<file path="config.mk">
export PLATFORM = sky130hd
export DESIGN_NAME = video_timing_pattern_gen_flat
export DESIGN_NICKNAME = d
export VERILOG_FILES = /design/src/rtl/vtg_pkg.sv /design/src/rtl/video_timing_pattern_gen_if.sv /design/src/rtl/vtg_counter.sv /design/src/rtl/video_timing_pattern_gen.sv /design/src/flat_wrapper.sv
export SDC_FILE = /design/constraint.sdc
export NUM_CORES = 1
export LEC_CHECK = 0
export CAP_MARGIN = 20
export CORE_UTILIZATION = 55
export CTS_BUF_LIST = sky130_fd_sc_hd__clkbuf_4 sky130_fd_sc_hd__clkbuf_8 sky130_fd_sc_hd__clkbuf_16
export DETAILED_ROUTE_END_ITERATION = 10
export GPL_TIMING_DRIVEN = 0
export PLACE_DENSITY = 0.87
export SLEW_MARGIN = 20
export SYNTH_ARGS = -nofsm -noshare
export SYNTH_HDL_FRONTEND = slang
export SYNTH_HIERARCHICAL = 1
export SYNTH_SLANG_ARGS = --single-unit
</file>
<file path="constraint.sdc">
create_clock -name sys_clk -period 9.5 [get_ports sys_clk]
set_input_delay 1.9 -clock sys_clk [delete_from_list [all_inputs] [get_ports sys_clk]]
set_output_delay 1.9 -clock sys_clk [all_outputs]
set_load 0.02 [all_outputs]
</file>
<file path="src/rtl/vtg_pkg.sv">
// ---------------------------------------------------------------------------
// vtg_pkg
// Shared definitions for the video timing / test-pattern generator:
// runtime pattern codes and the eight colour-bar constants.
// No ports (package).
// ---------------------------------------------------------------------------
package vtg_pkg;

    // Runtime pattern selection codes
    typedef enum logic [1:0] {
        PAT_SOLID = 2'd0,
        PAT_BARS  = 2'd1,
        PAT_RAMP  = 2'd2,
        PAT_CHECK = 2'd3
    } pat_e;

    // Colour bars, left to right
    localparam logic [23:0] BAR_WHITE   = 24'hFFFFFF;
    localparam logic [23:0] BAR_YELLOW  = 24'hFFFF00;
    localparam logic [23:0] BAR_CYAN    = 24'h00FFFF;
    localparam logic [23:0] BAR_GREEN   = 24'h00FF00;
    localparam logic [23:0] BAR_MAGENTA = 24'hFF00FF;
    localparam logic [23:0] BAR_RED     = 24'hFF0000;
    localparam logic [23:0] BAR_BLUE    = 24'h0000FF;
    localparam logic [23:0] BAR_BLACK   = 24'h000000;

    // Map a bar index (0..7) to its {R,G,B} colour
    function automatic logic [23:0] bar_colour(input logic [2:0] idx);
        case (idx)
            3'd0:    return BAR_WHITE;
            3'd1:    return BAR_YELLOW;
            3'd2:    return BAR_CYAN;
            3'd3:    return BAR_GREEN;
            3'd4:    return BAR_MAGENTA;
            3'd5:    return BAR_RED;
            3'd6:    return BAR_BLUE;
            default: return BAR_BLACK;
        endcase
    endfunction

endpackage

</file>
<file path="src/rtl/video_timing_pattern_gen_if.sv">
// ---------------------------------------------------------------------------
// video_timing_pattern_gen_if
// Control and video bus of the timing/pattern generator.
//   en, pat_sel        : run enable and pattern select (into the generator)
//   rgb_data           : 24-bit {R,G,B}, zero during blanking
//   vid_de/vid_hs/vid_vs : data enable and syncs
//   pix_x, pix_y       : active-area coordinates (0 outside active video)
//   frame_start        : one-cycle pulse on the first cycle of a frame
// master = generator side, slave = consumer side.
// ---------------------------------------------------------------------------
interface video_timing_pattern_gen_if #(
    parameter int CNT_W = 13
);
    logic             en;
    logic [1:0]       pat_sel;
    logic [23:0]      rgb_data;
    logic             vid_de;
    logic             vid_hs;
    logic             vid_vs;
    logic [CNT_W-1:0] pix_x;
    logic [CNT_W-1:0] pix_y;
    logic             frame_start;

    modport master (
        input  en, pat_sel,
        output rgb_data, vid_de, vid_hs, vid_vs, pix_x, pix_y, frame_start
    );

    modport slave (
        output en, pat_sel,
        input  rgb_data, vid_de, vid_hs, vid_vs, pix_x, pix_y, frame_start
    );
endinterface

</file>
<file path="src/rtl/vtg_counter.sv">
// ---------------------------------------------------------------------------
// vtg_counter
// Horizontal/vertical raster counters with region decode. Decoded outputs
// describe the current counter state and are registered by the parent.
//   sys_clk, sys_rst : pixel clock, synchronous active-high reset
//   en               : low forces and holds both counters at 0
//   hs_act, vs_act   : sync regions (true = sync asserted, polarity applied later)
//   de               : inside both active windows
//   x, y             : active-area coordinates, 0 outside active video
//   at_top           : counters at h=0, v=0 (first cycle of a frame)
// ---------------------------------------------------------------------------
module vtg_counter #(
    parameter int H_SYNC   = 44,
    parameter int H_BACK   = 148,
    parameter int H_ACTIVE = 1920,
    parameter int H_FRONT  = 88,
    parameter int V_SYNC   = 5,
    parameter int V_BACK   = 36,
    parameter int V_ACTIVE = 1080,
    parameter int V_FRONT  = 4,
    parameter int CNT_W    = 13
) (
    input  logic             sys_clk,
    input  logic             sys_rst,
    input  logic             en,
    output logic             hs_act,
    output logic             vs_act,
    output logic             de,
    output logic [CNT_W-1:0] x,
    output logic [CNT_W-1:0] y,
    output logic             at_top
);
    import vtg_pkg::*;

    localparam int H_TOTAL = H_SYNC + H_BACK + H_ACTIVE + H_FRONT;
    localparam int V_TOTAL = V_SYNC + V_BACK + V_ACTIVE + V_FRONT;

    localparam logic [CNT_W-1:0] H_LAST      = CNT_W'(H_TOTAL - 1);
    localparam logic [CNT_W-1:0] V_LAST      = CNT_W'(V_TOTAL - 1);
    localparam logic [CNT_W-1:0] H_SYNC_END  = CNT_W'(H_SYNC);
    localparam logic [CNT_W-1:0] V_SYNC_END  = CNT_W'(V_SYNC);
    localparam logic [CNT_W-1:0] H_ACT_START = CNT_W'(H_SYNC + H_BACK);
    localparam logic [CNT_W-1:0] H_ACT_END   = CNT_W'(H_SYNC + H_BACK + H_ACTIVE);
    localparam logic [CNT_W-1:0] V_ACT_START = CNT_W'(V_SYNC + V_BACK);
    localparam logic [CNT_W-1:0] V_ACT_END   = CNT_W'(V_SYNC + V_BACK + V_ACTIVE);

    // Reject parameter sets the counters cannot represent
    generate
        if ((longint'(H_TOTAL) - 1 >= (longint'(1) << CNT_W)) ||
            (longint'(V_TOTAL) - 1 >= (longint'(1) << CNT_W))) begin : g_bad_cnt_w
            $error("vtg_counter: CNT_W too narrow for H_TOTAL/V_TOTAL");
        end
        if (H_SYNC < 1 || H_BACK < 1 || H_ACTIVE < 1 || H_FRONT < 1 ||
            V_SYNC < 1 || V_BACK < 1 || V_ACTIVE < 1 || V_FRONT < 1) begin : g_bad_seg
            $error("vtg_counter: every timing segment must be at least 1");
        end
    endgenerate

    logic [CNT_W-1:0] h_cnt;
    logic [CNT_W-1:0] v_cnt;
    logic             h_in;
    logic             v_in;

    // Raster counters: h wraps every line, v advances on each h wrap and
    // wraps together with h at the end of the frame. Disabling parks the
    // raster at the frame top so re-enabling starts a clean frame.
    always_ff @(posedge sys_clk) begin
        if (sys_rst || !en) begin
            h_cnt <= '0;
            v_cnt <= '0;
        end else if (h_cnt == H_LAST) begin
            h_cnt <= '0;
            v_cnt <= (v_cnt == V_LAST) ? '0 : v_cnt + CNT_W'(1);
        end else begin
            h_cnt <= h_cnt + CNT_W'(1);
        end
    end

    // Region decode; sync is the first segment of each line/frame
    always_comb begin
        hs_act = (h_cnt < H_SYNC_END);
        vs_act = (v_cnt < V_SYNC_END);
        h_in   = (h_cnt >= H_ACT_START) && (h_cnt < H_ACT_END);
        v_in   = (v_cnt >= V_ACT_START) && (v_cnt < V_ACT_END);
        de     = h_in && v_in;
        x      = de ? (h_cnt - H_ACT_START) : '0;
        y      = de ? (v_cnt - V_ACT_START) : '0;
        at_top = (h_cnt == '0) && (v_cnt == '0);
    end

endmodule

</file>
<file path="src/rtl/video_timing_pattern_gen.sv">
// ---------------------------------------------------------------------------
// video_timing_pattern_gen
// Raster timing generator plus four-way test-pattern source.
//   sys_clk  : pixel clock
//   sys_rst  : synchronous active-high reset
//   vid      : master side of video_timing_pattern_gen_if
//              (en, pat_sel in; rgb_data, vid_de/hs/vs, pix_x/y, frame_start out)
// All outputs are registered one cycle after the counter state they describe.
// ---------------------------------------------------------------------------
module video_timing_pattern_gen #(
    parameter int          H_SYNC     = 44,
    parameter int          H_BACK     = 148,
    parameter int          H_ACTIVE   = 1920,
    parameter int          H_FRONT    = 88,
    parameter int          V_SYNC     = 5,
    parameter int          V_BACK     = 36,
    parameter int          V_ACTIVE   = 1080,
    parameter int          V_FRONT    = 4,
    parameter bit          HS_POL     = 1'b1,
    parameter bit          VS_POL     = 1'b1,
    parameter int          CNT_W      = 13,
    parameter logic [23:0] SOLID_RGB  = 24'h10B619,
    parameter int          CHECK_LOG2 = 5
) (
    input  logic                          sys_clk,
    input  logic                          sys_rst,
    video_timing_pattern_gen_if.master    vid
);
    import vtg_pkg::*;

    // Bar width without a divider; narrow screens fall back to 1-pixel bars
    localparam int               BAR_W    = (H_ACTIVE / 8 >= 1) ? H_ACTIVE / 8 : 1;
    localparam logic [CNT_W-1:0] BAR_LAST = CNT_W'(BAR_W - 1);

    generate
        if (CHECK_LOG2 >= CNT_W || CHECK_LOG2 < 0) begin : g_bad_check
            $error("video_timing_pattern_gen: CHECK_LOG2 must index into pix_x/pix_y");
        end
    endgenerate

    logic             hs_act;
    logic             vs_act;
    logic             de_pre;
    logic             at_top;
    logic [CNT_W-1:0] x_pre;
    logic [CNT_W-1:0] y_pre;

    pat_e             pat_q;
    logic [2:0]       bar_idx;
    logic [CNT_W-1:0] bar_px;
    logic [7:0]       grey;
    logic [23:0]      rgb_pre;

    vtg_counter #(
        .H_SYNC  (H_SYNC),   .H_BACK  (H_BACK),
        .H_ACTIVE(H_ACTIVE), .H_FRONT (H_FRONT),
        .V_SYNC  (V_SYNC),   .V_BACK  (V_BACK),
        .V_ACTIVE(V_ACTIVE), .V_FRONT (V_FRONT),
        .CNT_W   (CNT_W)
    ) u_counter (
        .sys_clk(sys_clk),
        .sys_rst(sys_rst),
        .en     (vid.en),
        .hs_act (hs_act),
        .vs_act (vs_act),
        .de     (de_pre),
        .x      (x_pre),
        .y      (y_pre),
        .at_top (at_top)
    );

    // Pattern is captured only at the frame top so a frame never mixes
    // patterns. The bar counter tracks which bar the current pixel is in:
    // it restarts in blanking and steps every BAR_W active pixels, parking
    // on the last bar so leftover pixels of uneven widths stay black.
    always_ff @(posedge sys_clk) begin
        if (sys_rst) begin
            pat_q   <= PAT_SOLID;
            bar_idx <= '0;
            bar_px  <= '0;
        end else begin
            if (vid.en && at_top) begin
                pat_q <= pat_e'(vid.pat_sel);
            end
            if (!de_pre) begin
                bar_idx <= '0;
                bar_px  <= '0;
            end else if (bar_idx != 3'd7) begin
                if (bar_px == BAR_LAST) begin
                    bar_idx <= bar_idx + 3'd1;
                    bar_px  <= '0;
                end else begin
                    bar_px  <= bar_px + CNT_W'(1);
                end
            end
        end
    end

    // Pattern mux; blanking always forces black
    always_comb begin
        grey    = 8'(x_pre);
        rgb_pre = '0;
        if (de_pre) begin
            case (pat_q)
                PAT_SOLID: rgb_pre = SOLID_RGB;
                PAT_BARS:  rgb_pre = bar_colour(bar_idx);
                PAT_RAMP:  rgb_pre = {grey, grey, grey};
                PAT_CHECK: rgb_pre = (x_pre[CHECK_LOG2] ^ y_pre[CHECK_LOG2]) ? BAR_WHITE : BAR_BLACK;
                default:   rgb_pre = '0;
            endcase
        end
    end

    // Output registers; disabled generator presents the same idle levels as reset
    always_ff @(posedge sys_clk) begin
        if (sys_rst || !vid.en) begin
            vid.rgb_data    <= '0;
            vid.vid_de      <= 1'b0;
            vid.vid_hs      <= ~HS_POL;
            vid.vid_vs      <= ~VS_POL;
            vid.pix_x       <= '0;
            vid.pix_y       <= '0;
            vid.frame_start <= 1'b0;
        end else begin
            vid.rgb_data    <= rgb_pre;
            vid.vid_de      <= de_pre;
            vid.vid_hs      <= hs_act ? HS_POL : ~HS_POL;
            vid.vid_vs      <= vs_act ? VS_POL : ~VS_POL;
            vid.pix_x       <= x_pre;
            vid.pix_y       <= y_pre;
            vid.frame_start <= at_top;
        end
    end

endmodule

</file>
<file path="src/flat_wrapper.sv">
// flat-port wrapper written by rule: the top's interface ports become plain ports
module video_timing_pattern_gen_flat import vtg_pkg::*;
#(
    parameter int          H_SYNC     = 44,
    parameter int          H_BACK     = 148,
    parameter int          H_ACTIVE   = 1920,
    parameter int          H_FRONT    = 88,
    parameter int          V_SYNC     = 5,
    parameter int          V_BACK     = 36,
    parameter int          V_ACTIVE   = 1080,
    parameter int          V_FRONT    = 4,
    parameter bit          HS_POL     = 1'b1,
    parameter bit          VS_POL     = 1'b1,
    parameter int          CNT_W      = 13,
    parameter logic [23:0] SOLID_RGB  = 24'h10B619,
    parameter int          CHECK_LOG2 = 5
)
  (sys_clk, sys_rst, vid_en, vid_pat_sel, vid_rgb_data, vid_vid_de, vid_vid_hs, vid_vid_vs, vid_pix_x, vid_pix_y, vid_frame_start);
  video_timing_pattern_gen_if #(.CNT_W(CNT_W)) vid_i ();
  input  logic sys_clk;
  input  logic sys_rst;
  input wire logic [$bits(vid_i.en)-1:0] vid_en;
  input wire logic [$bits(vid_i.pat_sel)-1:0] vid_pat_sel;
  output wire logic [$bits(vid_i.rgb_data)-1:0] vid_rgb_data;
  output wire logic [$bits(vid_i.vid_de)-1:0] vid_vid_de;
  output wire logic [$bits(vid_i.vid_hs)-1:0] vid_vid_hs;
  output wire logic [$bits(vid_i.vid_vs)-1:0] vid_vid_vs;
  output wire logic [$bits(vid_i.pix_x)-1:0] vid_pix_x;
  output wire logic [$bits(vid_i.pix_y)-1:0] vid_pix_y;
  output wire logic [$bits(vid_i.frame_start)-1:0] vid_frame_start;
  assign vid_i.en = vid_en;
  assign vid_i.pat_sel = vid_pat_sel;
  assign vid_rgb_data = vid_i.rgb_data;
  assign vid_vid_de = vid_i.vid_de;
  assign vid_vid_hs = vid_i.vid_hs;
  assign vid_vid_vs = vid_i.vid_vs;
  assign vid_pix_x = vid_i.pix_x;
  assign vid_pix_y = vid_i.pix_y;
  assign vid_frame_start = vid_i.frame_start;
  video_timing_pattern_gen #(.H_SYNC(H_SYNC), .H_BACK(H_BACK), .H_ACTIVE(H_ACTIVE), .H_FRONT(H_FRONT), .V_SYNC(V_SYNC), .V_BACK(V_BACK), .V_ACTIVE(V_ACTIVE), .V_FRONT(V_FRONT), .HS_POL(HS_POL), .VS_POL(VS_POL), .CNT_W(CNT_W), .SOLID_RGB(SOLID_RGB), .CHECK_LOG2(CHECK_LOG2)) u_core (.sys_clk(sys_clk), .sys_rst(sys_rst), .vid(vid_i));
endmodule
</file>
Word level (Yosys, flattened, before mapping)

Cells that the tools add are included.

Flip-flop bits (word level): 98
Latch bits: 0
RAM bits: 0
Bits in read-only memories: 0
Bits of input ports: 5
Output and inout bits: 54
Word-level logic and storage cells: 65
Memories kept: 0

$add $sub $neg: 6
Multiply operators: 0
Div/mod/pow operators: 0
$lt $le $gt $ge: 6
Equal/unequal tests: 13
Shifts and indexed selects: 0
Mux-type cells: 9
Bitwise gates (word level): 2
Reductions and logical operators: 15

Operator list:

| kind                    | number |
|---|---|
| $pmux W24 S7            | 1 |
| $pmux W24 S4            | 1 |
| $add A13 B1 Y13 const B | 3 |
| $logic_not A13 Y1       | 2 |
| $mux W13                | 2 |
| $mux W24                | 1 |
| $eq A13 B11 Y1 const B  | 1 |
| $eq A13 B12 Y1 const B  | 1 |
| $eq A13 B8 Y1 const B   | 1 |
| $ge A13 B6 Y1 const B   | 1 |
| $ge A13 B8 Y1 const B   | 1 |
| $lt A13 B11 Y1 const B  | 1 |
| $lt A13 B12 Y1 const B  | 1 |
| $lt A13 B3 Y1 const B   | 1 |
| $lt A13 B6 Y1 const B   | 1 |
| $sub A13 B6 Y13 const B | 1 |
| $sub A13 B8 Y13 const B | 1 |
| $eq A3 B3 Y1 const B    | 3 |
| $mux W8                 | 1 |
| $eq A3 B2 Y1 const B    | 2 |
| $mux W6                 | 1 |
| $reduce_or A2 Y1        | 3 |
| $logic_and A1 B1 Y1     | 5 |
| $eq A2 B2 Y1 const B    | 2 |
| 12 further kinds        | 13 |

Logic depth before layout (Yosys ltp)

Word-level depth: 7
Gate-level depth with buffers: 13
Mapped depth without buffers: 10

By module

The synthesis kept the hierarchy.

By module, submodules not included:

| module                   | instances | cells an instance | area each (um2) |
|---|---|---|---|
| video_timing_pattern_gen | 1         | 241               | 2471.1 |
| vtg_counter              | 1         | 276               | 1959.4 |

Least setup slack after synthesis

OpenSTA, ideal clock, no wires.

Kind: register to register
From: register u_core.u_counter.h_cnt[8]
To: register u_core.vid.rgb_data[22]
Data arrival time: 2.932 ns
Required time: 9.430 ns
Setup slack: 6.497 ns
Cell stages (with the launch flop): 13
Cells stage by stage: dfxtp_1 buf_6 or3_1 buf_6 o31a_1 a2111oi_0 nand3_1 clkbuf_1 nor2_1 xnor2_1 a21oi_1 o21ai_0 a21oi_1

Cells in the longest elaborated chain, start to end: 7
Elaborated cells on any way between the ends: 11

RTL lines:

| what                                            | RTL line                          | source |
|---|---|---|
| from (decl)                                     | vtg_counter.sv:59                 | `logic [CNT_W-1:0] h_cnt;` |
| from (signal assigned)                          | vtg_counter.sv:75                 | `h_cnt <= h_cnt + CNT_W'(1);` |
| $ge A13 B8 Y1 or $lt A13 B12 Y1 (tied branches) | vtg_counter.sv:83                 | `h_in = (h_cnt >= H_ACT_START) && (h_cnt < H_ACT_END);` |
| $logic_and A1 B1 Y1 (*)                         | vtg_counter.sv:83                 |  |
| $logic_and A1 B1 Y1 (*)                         | vtg_counter.sv:85                 | `de = h_in && v_in;` |
| $mux W8 (*)                                     | vtg_counter.sv:86                 | `x = de ? (h_cnt - H_ACT_START) : '0;` |
| via u_core.x_pre[5]                             | video_timing_pattern_gen.sv:45    | `logic [CNT_W-1:0] x_pre;` |
| $xor A1 B1 Y1 (*)                               | video_timing_pattern_gen.sv:108   | `PAT_CHECK: rgb_pre = (x_pre[CHECK_LOG2] ^ y_pre[CHECK_LOG2]) ? BAR_WHITE : BAR_BLACK;` |
| $mux W24 (*)                                    | video_timing_pattern_gen.sv:108   |  |
| $pmux W24 S4 (*)                                | video_timing_pattern_gen.sv:104   | `case (pat_q)` |
| to (signal assigned)                            | video_timing_pattern_gen.sv:125   | `vid.rgb_data <= rgb_pre;` |
| to (decl)                                       | video_timing_pattern_gen_if.sv:26 | `output rgb_data, vid_de, vid_hs, vid_vs, pix_x, pix_y, frame_start` |

The timed path passes the listed nets; every way through them passes the cells marked *.
A chain may end at the register's enable or synchronous reset.

Worst setup path after layout

From: register u_core.u_counter.h_cnt[9]
To: register u_core.vid.rgb_data[2]

Cells in the longest elaborated chain, start to end: 7
Elaborated cells on any way between the ends: 11

RTL lines:

| what                                            | RTL line                        | source |
|---|---|---|
| $ge A13 B8 Y1 or $lt A13 B12 Y1 (tied branches) | vtg_counter.sv:83               |  |
| $logic_and A1 B1 Y1 (*)                         | vtg_counter.sv:83               |  |
| $logic_and A1 B1 Y1 (*)                         | vtg_counter.sv:85               |  |
| $mux W6 (*)                                     | vtg_counter.sv:87               | `y = de ? (v_cnt - V_ACT_START) : '0;` |
| via u_core.y_pre[5]                             | video_timing_pattern_gen.sv:46  | `logic [CNT_W-1:0] y_pre;` |
| $xor A1 B1 Y1 (*)                               | video_timing_pattern_gen.sv:108 |  |
| $mux W24 (*)                                    | video_timing_pattern_gen.sv:108 |  |
| $pmux W24 S4 (*)                                | video_timing_pattern_gen.sv:104 |  |

Marks and branches as above.

==> out/qor_table.md <==
| Parameter | This run | Unit |
|---|---|---|
| Outcome | finished clean | - |
| Multiplexer area fraction after synthesis | 0.452 | % |
| Final core area utilization | 69.1 | % |
| Final setup violating endpoints | 0 | - |
| Main combinational cell family by area after synthesis | simple AND/OR/NAND/NOR gates | - |
| Time the worst path needs with I/O delays and setup | 3.97 | ns |
| Most common library cell in the layout ignoring fill and taps | sky130_fd_sc_hd__dfxtp_1 | - |
| TritonCTS clock tree | built | - |
| Die extent in x | 91.8 | um |
| Aggregate routed wire length | 10,700 | um |
| Clk_skew | 0.0136 | ns |
| Layout cells sized above 1 | 5.25 | % |
| Count of buffers added by post-CTS timing repair for setup | 0 | - |
| Headroom to the max-slew limit | 48.4 | % |
| Reported max-cap violation count | 0 | - |
| Number of global-route vias before repair | 3,795 | - |
| Max-slew violations | 0 | - |
| Mapped Cells | 517 | - |
| Leakage | 1.95 | nW |
| Count of distinct cell types in the synthesized netlist | 55 | - |
| Post-synthesis xor/xnor area fraction | 7.12 | % |
| Maximum fanout count along the critical path | 9 | - |
| Global-route wire length before repair | 17,600 | um |
| Complex-gate fraction of the synthesized area | 12.1 | % |
| Simple-gate area share of the yosys netlist | 26.5 | % |
| Antenna-violating nets left | 0 | - |
| Layout Nets | 607 | - |
| Netlist area before placement | 0.00443 | mm2 |
| Crit path DAT | 4.25 | ns |
| Io pins | 59 | - |
| Category of the worst setup path capture point | flip-flop | - |
| Initial Util | 57.0 | % |
| # diodes | 0 | - |
| Cell Rows | 32 | - |
| Depth of the worst register-to-register path | 10 | - |
| Clock Tree Buf Depth | 2 | - |
| Average via count per standard cell | 5.67 | - |
| Power density over the cells | 138 | mW/mm2 |
| Setup repair after global routing missed its margin | false | - |
| Post-Route Setup TNS | 0 | ns |
| Design area | 0.00537 | mm2 |
| Number of buffers added on ports | 58 | - |
| Standard cell area after detailed placement | 0.00514 | mm2 |
| Detailed placer's ending HPWL | 7670 | um |
| Drt initial violations | 236 | - |
| DR DRC count | 0 | - |
| Period utilisation layout | 41.8 | % |
| Total CTS buffers | 9 | - |
| Number of sinks handled by clock tree synthesis | 98 | - |
| Path category of the worst min-delay check | flip-flop to flip-flop | - |
| Combined global-route utilization of all metal layers | 26.6 | % |
| Worst Tran Pin Value | 0.766 | ns |
| Min Hold Slack | 0.539 | ns |
| Hold-critical path depth | 1 | - |
| Share of the yosys chip area belonging to registers | 44.3 | % |
| Number of hold violations in the final report | 0 | - |
| Total number of vias | 3,932 | - |
| GR Overflow Total | 0 | - |
| Classification of the worst setup path | flip-flop to flip-flop | - |
| Total nets after synthesis | 538 | - |
| Area added between synthesis and finish | 21.2 | % |
| Hold_buf cts | 0 | - |
| Die area | 0.00842 | mm2 |
| Highest achievable clock rate | 252 | MHz |
| Maximum resistive drop on vdd | 0.0946 | mV |
| Number of optimization iterations in the first detailed-route pass | 5 | - |
| H-tree depth reported by CTS | 3 | - |
| Mean instance size in the synthesized netlist | 8.57 | um2 |
| Data required, critical path | 9.78 | ns |
| Fraction of the mapped netlist area in adder cells | 4.52 | % |
| Post-synth EDFFs | 0 | - |
| Number of antenna violations at the first check in global routing | 0 | - |
| Startpoint types | flip-flop | - |
| Leading cell types in the layout, fill and taps excluded | sky130_fd_sc_hd__dfxtp_1, sky130_fd_sc_hd__nor2_1, sky130_fd_sc_hd__clkdlybuf4s50_1, sky130_fd_sc_hd__a21oi_1 | - |
| Flops & latches, synth | 98 | - |
| Count of yosys warnings during synthesis | 6 | - |
| Die H | 91.8 | um |
| Pin count of the biggest net entering global routing | 18 | - |
| Predominant post-synthesis flop cell | sky130_fd_sc_hd__dfxtp_1 | - |
| Insertion delay of the later-clocked pin in the worst-skew pair | 0.37 | ns |
| Clock Pin Slew Worst Setup and Hold Paths | 0.09 | ns |
| Root buffer cell | sky130_fd_sc_hd__clkbuf_8 | - |
| GP Congestion | 0.942 | - |
| Ys async rst share | 0 | % |
| Post-DR wirelength/cell | 15.5 | um |
| Placeable core area | 0.00777 | mm2 |
| # resized after CTS | 0 | - |
## kinds of logic after synthesis
family,count (synthesis)
and+or+nand+nor,219
DFF,98
AOI/OAI and AO/OA,95
buffers and inverters,51
xor gates and xnor gates,36
adders and majority gates,16
muxes,2
## final cells by class
cell class	count	area (um2)
fillers	602	2400
multi-input cells	368	2250
flip-flops and latches	98	1960
repair buffers	58	581
plain buffers	31	148
clock buffers	10	131
well taps	102	128
clock inverters	6	98.8
inverters	20	75.1
## state kept, by name (all words and copies together), names as in the netlist
signal / flops
u_core/bar_idx: 3
u_core/vid.vid_hs: 1
u_core/vid.frame_start: 1
u_core/u_counter/v_cnt: 13
u_core/vid.vid_vs: 1
u_core/pat_q: 2
u_core/u_counter/h_cnt: 13
u_core/vid.rgb_data: 24
u_core/bar_px: 13
u_core/vid.pix_x: 13
u_core/vid.vid_de: 1
u_core/vid.pix_y: 13
## power breakdown
| part | leakage, nW | switching, mW | total, mW | internal [mW] |
|---|---|---|---|---|
| combinational | 1.04 | 0.0128 | 0.0190 | 0.00625 |
| sequential | 0.790 | 0.00168 | 0.414 | 0.412 |
| clock | 0.114 | 0.152 | 0.307 | 0.155 |
| total | 1.95 | 0.166 | 0.740 | 0.574 |
## synthesized netlist by cell type (13+ instances only)
cell                       count  area share [%]
sky130_fd_sc_hd__xnor2_1      18             3.6
sky130_fd_sc_hd__nand3_1      16             1.8
sky130_fd_sc_hd__nor2_1       74             6.3
sky130_fd_sc_hd__inv_1        20             1.7
sky130_fd_sc_hd__a21oi_1      43             4.9
sky130_fd_sc_hd__ha_1         16             4.5
sky130_fd_sc_hd__and2_1       30             4.2
sky130_fd_sc_hd__xor2_1       18             3.6
sky130_fd_sc_hd__nand2_1      20             1.7
sky130_fd_sc_hd__dfxtp_1      98              44
sky130_fd_sc_hd__clkbuf_1     26             2.2
sky130_fd_sc_hd__nor3_1       13             1.5
sky130_fd_sc_hd__o21ai_0      30             3.4
## through the flow
stage	instances	total power, mW	worst slack [ns]
floorplan	517	0.434	6.50
global placement	677	0.441	5.85
detailed placement	677	0.442	5.73
CTS	693	0.742	5.70
global route	693	0.764	5.27
finish	693	0.740	5.53
## critical path, cell delays in order, from the launching register on
cell	delay [ns]
sky130_fd_sc_hd__dfxtp_1	0.37
sky130_fd_sc_hd__or3_1	0.40
sky130_fd_sc_hd__buf_6	0.15
sky130_fd_sc_hd__o31a_1	0.22
sky130_fd_sc_hd__a2111oi_0	0.44
sky130_fd_sc_hd__nand3_1	0.37
sky130_fd_sc_hd__nor3_1	0.72
sky130_fd_sc_hd__xnor2_1	0.18
sky130_fd_sc_hd__a21oi_1	0.43
sky130_fd_sc_hd__o21ai_0	0.35
sky130_fd_sc_hd__a21oi_1	0.26
## layer usage
layer	vias to the layer above	part of all wire (%)	GRT usage [%]
li1	1903	-	-
met1	1848	40	29.7
met2	150	52	48.1
met3	31	5.1	5.80
met4	0	2.6	11.8
met5	-	0	0
## path summary, 6_finish.rpt
| path | endpoint | from | slack, ns |
|---|---|---|---|
| hold reg to reg | u_core/u_counter/h_cnt[0] | u_core/u_counter/h_cnt[0] | 0.54 |
| setup / recovery | u_core/vid.rgb_data[2] | u_core/u_counter/h_cnt[9] | 5.53 |
| hold / removal | u_core/u_counter/h_cnt[0] | u_core/u_counter/h_cnt[0] | 0.54 |
| setup reg to reg | u_core/vid.rgb_data[2] | u_core/u_counter/h_cnt[9] | 5.53 |
Power figures use the tool's default switching activity.
==> edit (same flow settings) <==
Reset style: asynchronous (`sys_rst`), changed in one clocked block. Comments in the files are not updated.
--- a/src/rtl/video_timing_pattern_gen.sv
+++ b/src/rtl/video_timing_pattern_gen.sv
@@ -74,5 +74,5 @@
     // it restarts in blanking and steps every BAR_W active pixels, parking
     // on the last bar so leftover pixels of uneven widths stay black.
-    always_ff @(posedge sys_clk) begin
+    always_ff @(posedge sys_clk or posedge sys_rst) begin
         if (sys_rst) begin
             pat_q   <= PAT_SOLID;
Formal check against the unedited RTL: same outputs for any inputs over 10 cycles, from zero or initial values and one cycle with sys_rst high; that may be too few to reach the edited logic, so the function may still have changed.
==> edit against the original RTL <==
- cell area increased by 3.6%
- final cell count increased by 1.9%
- power decreased by 1.7%
- area after synthesis increased by 4.7%
- routed wire length decreased by 3.7%
- sequential cell count unchanged
- combinational power increased by 81%
- setup slack improved by 0.45 ns
- critical endpoint is now u_core/vid.rgb_data[21]
- largest cell class unchanged
==> edit: results (changes against the original RTL) <==
synth_cells: 527  # +1.9%
status: "completed"
rrSetupSlack_ns: 6.13  # +0.60 ns
powerDensity_nw_per_um2: 130.8  # -5.1%
post-place-ws_ns: 5.624  # -0.1040 ns
synth_xor_area_share_pct: 5.855  # -1.3 points
path_max_fanout: 10  # +1
met2_length_um: 4893  # -12%
regArea_sq_um: 2052  # +4.6%
dpl.cell_count: 690  # +1.9%
critPathSlowestCell: "clkdlybuf4s50_1"
grt_max_degree: 20  # +2
yosys.area_share.adder_pct: 4.317  # -0.20 points
drive_above_1_share_pct: 7.155  # +1.9 points
p_leak_nw: 2.109  # +8.3%
avgViaCountPerCell: 5.678  # about the same
rr_endpoint: "u_core/vid.rgb_data[10]"
fillers: 622  # +3.3%
ys_async_sr_fraction_pct: 18.37  # +18 points
synthTopCellsByArea: "dfxtp_1 (35%), dfrtp_1 (9.7%), nor2_1 (5.5%), and2_1 (4.7%), ha_1 (4.3%)"
r2r_cells: 11  # +1
crit_family: "buffers and inverters"
multi_input_area_sq_um: 2354  # +4.8%
synth_common_cells: "dfxtp_1 (80), nor2_1 (68), a21oi_1 (35), and2_1 (35)"
buffers: 88  # -1.1%
buf_share_pct: 12.84  # -0.72 points
netlist-cell-type-count: 67  # +22%
use_met1_pct: 31.42  # +1.7 points
edit: changes by cell type after synthesis, moves of 7 or more:
cell      change
o21ai_0       -7
dfxtp_1      -18
a21oi_1       -8
dfrtp_1      +18
buf_2         +9
clkbuf_1      -9
edit: report_power, final:
part / switching (W) / internal (W) / leakage [nW]
Sequential: 0.00000200 / 0.000414 / 0.892
Combinational: 0.0000237 / 0.0000107 / 1.11
Clock: 0.000158 / 0.000119 / 0.102
Total: 0.000184 / 0.000544 / 2.11
edit: how the worst max path moves through the flow:
stage | from | endpoint | slack, ns | cells past startpoint
2_1_floorplan | vid_en | u_core/vid.rgb_data[7] | 6.64 | 6
3_3_place_gp | vid_en | u_core/vid.rgb_data[18] | 5.69 | 7
3_5_place_dp | vid_en | u_core/vid.rgb_data[21] | 5.62 | 7
4_1_cts | vid_en | u_core/vid.rgb_data[21] | 6.01 | 7
5_1_grt | vid_en | u_core/vid.rgb_data[21] | 5.86 | 7
6_report | vid_en | u_core/vid.rgb_data[21] | 5.98 | 7
